`config.mk`:
```
export PLATFORM = sky130hd
export DESIGN_NAME = local_endpoint
export DESIGN_NICKNAME = d
export VERILOG_FILES = /design/src/rtl/local_endpoint.sv
export SDC_FILE = /design/constraint.sdc
export NUM_CORES = 1
export LEC_CHECK = 0
export ABC_AREA = 1
export CAP_MARGIN = 20
export CORE_MARGIN = 4
export CORE_UTILIZATION = 60
export CTS_CLUSTER_SIZE = 16
export DETAILED_ROUTE_END_ITERATION = 7
export PLACE_DENSITY = 0.94
export SETUP_SLACK_MARGIN = 0.3
export SLEW_MARGIN = 20
export SYNTH_ARGS = -nofsm -noshare
export SYNTH_HDL_FRONTEND = slang
export SYNTH_SLANG_ARGS = --single-unit
```
`constraint.sdc`:
```
create_clock -name clk -period 3.14 [get_ports clk]
set_input_delay 0.628 -clock clk [delete_from_list [all_inputs] [get_ports clk]]
set_output_delay 0.628 -clock clk [all_outputs]
set_load 0.02 [all_outputs]
```
`src/rtl/local_endpoint.sv`:
```
// Local-port network interface: core TX FIFO feeding the router under credit control,
// and an RX buffer draining router flits to the core with one credit returned per pop.
module local_endpoint #(
    parameter int CREDITS  = 4,
    parameter int TX_DEPTH = 4,
    parameter int XCOORD   = 0,
    parameter int YCOORD   = 0,
    localparam int CW      = $clog2(CREDITS + 1)
) (
    input  logic          clk,
    input  logic          rst,
    input  logic          tx_valid_i,
    input  logic [7:0]    tx_dest_i,
    input  logic [7:0]    tx_payload_i,
    output logic          tx_ready_o,
    output logic [15:0]   link_data_o,
    output logic          link_enable_o,
    input  logic          link_credit_i,
    input  logic [15:0]   link_data_i,
    input  logic          link_enable_i,
    output logic          link_credit_o,
    output logic          rx_valid_o,
    output logic [15:0]   rx_data_o,
    input  logic          rx_ready_i,
    output logic [CW-1:0] credit_count_o,
    output logic          misroute_o,
    output logic          err_o
);
    localparam int TPW = $clog2(TX_DEPTH);
    localparam int RPW = (CREDITS > 1) ? $clog2(CREDITS) : 1;
    localparam logic [7:0]     MY_ADDR    = {4'(XCOORD), 4'(YCOORD)};
    localparam logic [CW-1:0]  CREDIT_MAX = CW'(CREDITS);
    localparam logic [RPW-1:0] RX_LAST    = RPW'(CREDITS - 1);

    // ---------------- TX path ----------------
    logic [15:0]   tx_mem [TX_DEPTH];
    logic [TPW:0]  tx_wr_ptr_reg, tx_rd_ptr_reg;
    logic [CW-1:0] credit_reg, credit_next;
    logic          credit_err;
    logic [15:0]   link_data_reg;
    logic          link_enable_reg;
    logic          tx_empty, tx_full, tx_push, tx_send;

    assign tx_empty = (tx_wr_ptr_reg == tx_rd_ptr_reg);
    assign tx_full  = (tx_wr_ptr_reg[TPW] != tx_rd_ptr_reg[TPW]) &&
                      (tx_wr_ptr_reg[TPW-1:0] == tx_rd_ptr_reg[TPW-1:0]);
    assign tx_push  = tx_valid_i && !tx_full;
    assign tx_send  = !tx_empty && (credit_reg != '0);

    always_ff @(posedge clk) begin
        if (tx_push)
            tx_mem[tx_wr_ptr_reg[TPW-1:0]] <= {tx_payload_i, tx_dest_i};
    end

    // A credit returned while already full is a protocol error; the count saturates.
    always_comb begin
        credit_next = credit_reg;
        credit_err  = 1'b0;
        case ({tx_send, link_credit_i})
            2'b10: credit_next = credit_reg - 1'b1;
            2'b01: begin
                if (credit_reg == CREDIT_MAX) credit_err  = 1'b1;
                else                          credit_next = credit_reg + 1'b1;
            end
            default: credit_next = credit_reg;
        endcase
    end

    always_ff @(posedge clk or negedge rst) begin
        if (!rst) begin
            tx_wr_ptr_reg   <= '0;
            tx_rd_ptr_reg   <= '0;
            credit_reg      <= CREDIT_MAX;
            link_data_reg   <= '0;
            link_enable_reg <= 1'b0;
        end else begin
            if (tx_push) tx_wr_ptr_reg <= tx_wr_ptr_reg + 1'b1;
            if (tx_send) begin
                tx_rd_ptr_reg <= tx_rd_ptr_reg + 1'b1;
                link_data_reg <= tx_mem[tx_rd_ptr_reg[TPW-1:0]];
            end
            link_enable_reg <= tx_send;
            credit_reg      <= credit_next;
        end
    end

    // ---------------- RX path ----------------
    logic [15:0]    rx_mem_reg [CREDITS];
    logic [RPW-1:0] rx_wr_ptr_reg, rx_rd_ptr_reg;
    logic [CW-1:0]  rx_count_reg;
    logic           rx_full, rx_pop, rx_write, rx_overflow;
    logic           link_credit_reg, misroute_reg, err_reg;

    assign rx_full     = (rx_count_reg == CREDIT_MAX);
    assign rx_valid_o  = (rx_count_reg != '0);
    assign rx_pop      = rx_valid_o && rx_ready_i;
    // A pop on the same edge frees the slot, so a full buffer can still accept.
    assign rx_write    = link_enable_i && (!rx_full || rx_pop);
    assign rx_overflow = link_enable_i && rx_full && !rx_pop;

    generate
        for (genvar gi = 0; gi < CREDITS; gi++) begin : g_rx_entry
            always_ff @(posedge clk or negedge rst) begin
                if (!rst)
                    rx_mem_reg[gi] <= '0;
                else if (rx_write && (rx_wr_ptr_reg == RPW'(gi)))
                    rx_mem_reg[gi] <= link_data_i;
            end
        end
    endgenerate

    always_ff @(posedge clk or negedge rst) begin
        if (!rst) begin
            rx_wr_ptr_reg   <= '0;
            rx_rd_ptr_reg   <= '0;
            rx_count_reg    <= '0;
            link_credit_reg <= 1'b0;
            misroute_reg    <= 1'b0;
            err_reg         <= 1'b0;
        end else begin
            if (rx_write)
                rx_wr_ptr_reg <= (rx_wr_ptr_reg == RX_LAST) ? '0 : rx_wr_ptr_reg + 1'b1;
            if (rx_pop)
                rx_rd_ptr_reg <= (rx_rd_ptr_reg == RX_LAST) ? '0 : rx_rd_ptr_reg + 1'b1;
            case ({rx_write, rx_pop})
                2'b10:   rx_count_reg <= rx_count_reg + 1'b1;
                2'b01:   rx_count_reg <= rx_count_reg - 1'b1;
                default: rx_count_reg <= rx_count_reg;
            endcase
            link_credit_reg <= rx_pop;
            misroute_reg    <= link_enable_i && (link_data_i[7:0] != MY_ADDR);
            err_reg         <= err_reg || credit_err || rx_overflow;
        end
    end

    assign tx_ready_o     = !tx_full;
    assign link_data_o    = link_data_reg;
    assign link_enable_o  = link_enable_reg;
    assign link_credit_o  = link_credit_reg;
    assign rx_data_o      = rx_valid_o ? rx_mem_reg[rx_rd_ptr_reg] : '0;
    assign credit_count_o = credit_reg;
    assign misroute_o     = misroute_reg;
    assign err_o          = err_reg;
endmodule

```
==> flow_summary.toml <==
[logic_synthesis]
synthCells = 642
synth.avg_cell_area_um2 = 11.1
synth_compound_area_share_pct = 12.5
yosys.area.top_type = "dfrtp_1"
synth-simple-area-share_pct = 9.76
syn-num-nets = 693
synth_edf_count = 64
synth_top_area_share_pct = 34.8
synthMuxAreaShare_pct = 6.12
synthArstFlopShare_pct = 61.0
synth_xor_xnor_area_share_pct = 1.09
synth_cell_type_count = 36
synth_seq_cells = 164
synth_commonest_cells = "dfrtp_1, o21ai_0, nor2_1, edfxtp_1, inv_1"
synth.most_common_cell = "dfrtp_1"
synthTopCellsByArea = "dfrtp_1, edfxtp_1, o21ai_0"
synthAdderAreaFrac_pct = 2.50
ys_warn_count = 0
ys.flop_type = "dfrtp_1"
syn_area_um2 = 7110
seq_area_frac_synth_pct = 62.2
synth_top_family_by_area = "compound AO/OA/AOI/OAI gates"

[global_routing]
grt_pass1_vias = 5251
grt_pass1_wl_um = 25300
grt_max_degree = 57
grt_antenna_before_repair = 0
grt-ovfl-total = 0
grt_use_total_pct = 24.4

[placed_design]
place_inst = 843
gp_congestion = 0.828
dp_hpwl_um = 10000
port_buffers = 78

[sta]
min_period_over_period_pct = 88.5
hold_violations = 0
clock.fmax_ghz = 0.360
rsz0062_at_grt = "no"
setup_viol = 0
fin_worst_skew_ps = 11.8
min_period_ps = 2780
max-slew-margin-rel_pct = 58.6
tightestPinTransition_ps = 620
setup_tns_ps = 0
drv_slew = 0

[setup_path]
crit_chain = "buf_4, a21oi_1, o21ai_0, a21oi_1, clkdlybuf4s50_1"
crit_path_frequent_cell = "a21oi_1"
r2r_start = "rx_count_reg[0]"
cp.arrival_ps = 2150
cpPeakStageDelay_ps = 630
critPathLaunch = "rx_rd_ptr_reg[0]"
worstPathMaxFanout = 34
startpoint_type = "flip-flop"
critPathSlowestCell = "clkdlybuf4s50_1"
critPathKind = "flip-flop to output pin"
critPathCaptureType = "output pin"
worstPathRequired_ps = 2510

[run_status]
status = "finished clean"

[final_layout]
area_delta_synth_final_pct = 20.8
antenna_cells = 0
final-seq-area_um2 = 4430
final_cells = 875
fin_nets = 770
fillers = 711
multi_input_area_um2 = 2270
drive_gt1_share_pct = 13.3

[drt]
vias = 5118
drt-initial-drc-count = 494
ant_nets = 0
wire_per_inst_um = 18.2
viasPerCell = 5.85
dr.pass1.iters = 7
routed_wl_um = 15900
drc = 0

[floorplan]
die_w_um = 117
ios = 79
rows = 39
core_um2 = 11500
die_h_um = 117
start_util_pct = 61.8
dieArea_um2 = 13700

[clock_tree]
cts_tree = "built"
cts_hold_buf = 0
cts_max_path_buffers = 2
clk_pin_slew_ps = 70
clkLatencyLatePin_ps = 430
htreeDepth = 4
clockRootBuffer = "clkbuf_16"
cts.sinks = 164
cts_setup_buffers = 0
cts_buffers = 17

[power]
p_leak_uw = 0.00368
ir_worst_vdd_mv = 0.548
p_per_area_nw_per_um2 = 1130

[flow_run]
maxCapViolations = 0

[min_path]
hold_class = "input port to async pin"
final timing paths:
check,to,cells after the start,slack (ps)
worst max-delay path,rx_data_o[6],5,360
worst min-delay path,rx_mem_reg[22],1,220
worst max register to register,rx_count_reg[2],10,780
worst min register to register,credit_count_o[2],2,490
max in group asynchronous,credit_count_o[2],2,2170
min in group clk,credit_count_o[2],2,490
cell usage in the layout (no fill, tap or decap), types with 3 or more instances in the layout:
cell type and instances:
mux2_2 12, inv_1 56, o21ai_0 98, buf_4 11, mux2_4 20, clkinv_2 3
nand2_2 3, nor2_1 87, o21ai_1 4, dlygate4sd2_1 3, nand3_1 4, clkinv_4 4
a31oi_1 16, clkbuf_16 17, dlymetal6s2s_1 12, dfrtp_1 99, xor2_1 6, ha_1 11
a21oi_1 54, clkdlybuf4s50_1 62, inv_6 5, nor2_2 4, inv_4 3, nand2_1 49
edfxtp_1 64
metrics by stage:
stage	area [um^2]	hold WS [ps]	setup WS (ps)	utilization [%]	power, uW
6_report	8590	216	362	74.6	9710
5_1_grt	8590	256	313	74.6	10300
4_1_cts	8550	229	276	74.3	9750
3_5_place_dp	8000	485	505	69.4	7780
3_3_place_gp	8000	470	573	69.4	7490
2_1_floorplan	7110	332	977	-	6300
critical path: cells and delay by family, from the launching register on:
family / cells / cell delay [ps]
buffers and inverters: 2 / 870
DFF: 1 / 400
AOI/OAI and AO/OA: 3 / 450
what timing repair did:
action	4_1_cts	5_1_grt
endpoints found under the setup margin	16	13
hold endpoints to repair	0	0
resized for setup	6	14
cloned	0	0
routing by layer:
metal,track usage [%],up-vias,part of all wire (%)
met1,29.4,2529,39
met5,0,-,0
met3,5.86,42,6.1
met2,41.6,223,52
met4,11.7,0,2.9
li1,-,2324,-
kinds of logic after synthesis:
kind of cell / count (synthesis)
adders and majority gates: 13
DFF: 164
AOI/OAI and AO/OA: 173
buffers and inverters: 94
and+or+nand+nor: 158
xor gates and xnor gates: 8
muxes: 32
area by class of cell:
class / instances / share of cell area (%)
Timing Repair Buffer: 90 / 10.6
Clock inverter: 14 / 1.38
Multi-Input combinational cell: 384 / 26.5
Clock buffer: 18 / 5.11
Inverter: 62 / 2.81
Sequential cell: 164 / 51.5
Tap cell: 143 / 2.08
power breakdown:
| part | internal (uW) | total, uW | switching (uW) |
|---|---|---|---|
| registers | 3100 | 3510 | 415 |
| clock network | 1060 | 1940 | 882 |
| logic | 1710 | 4260 | 2550 |
(Power assumes the default switching activity.)
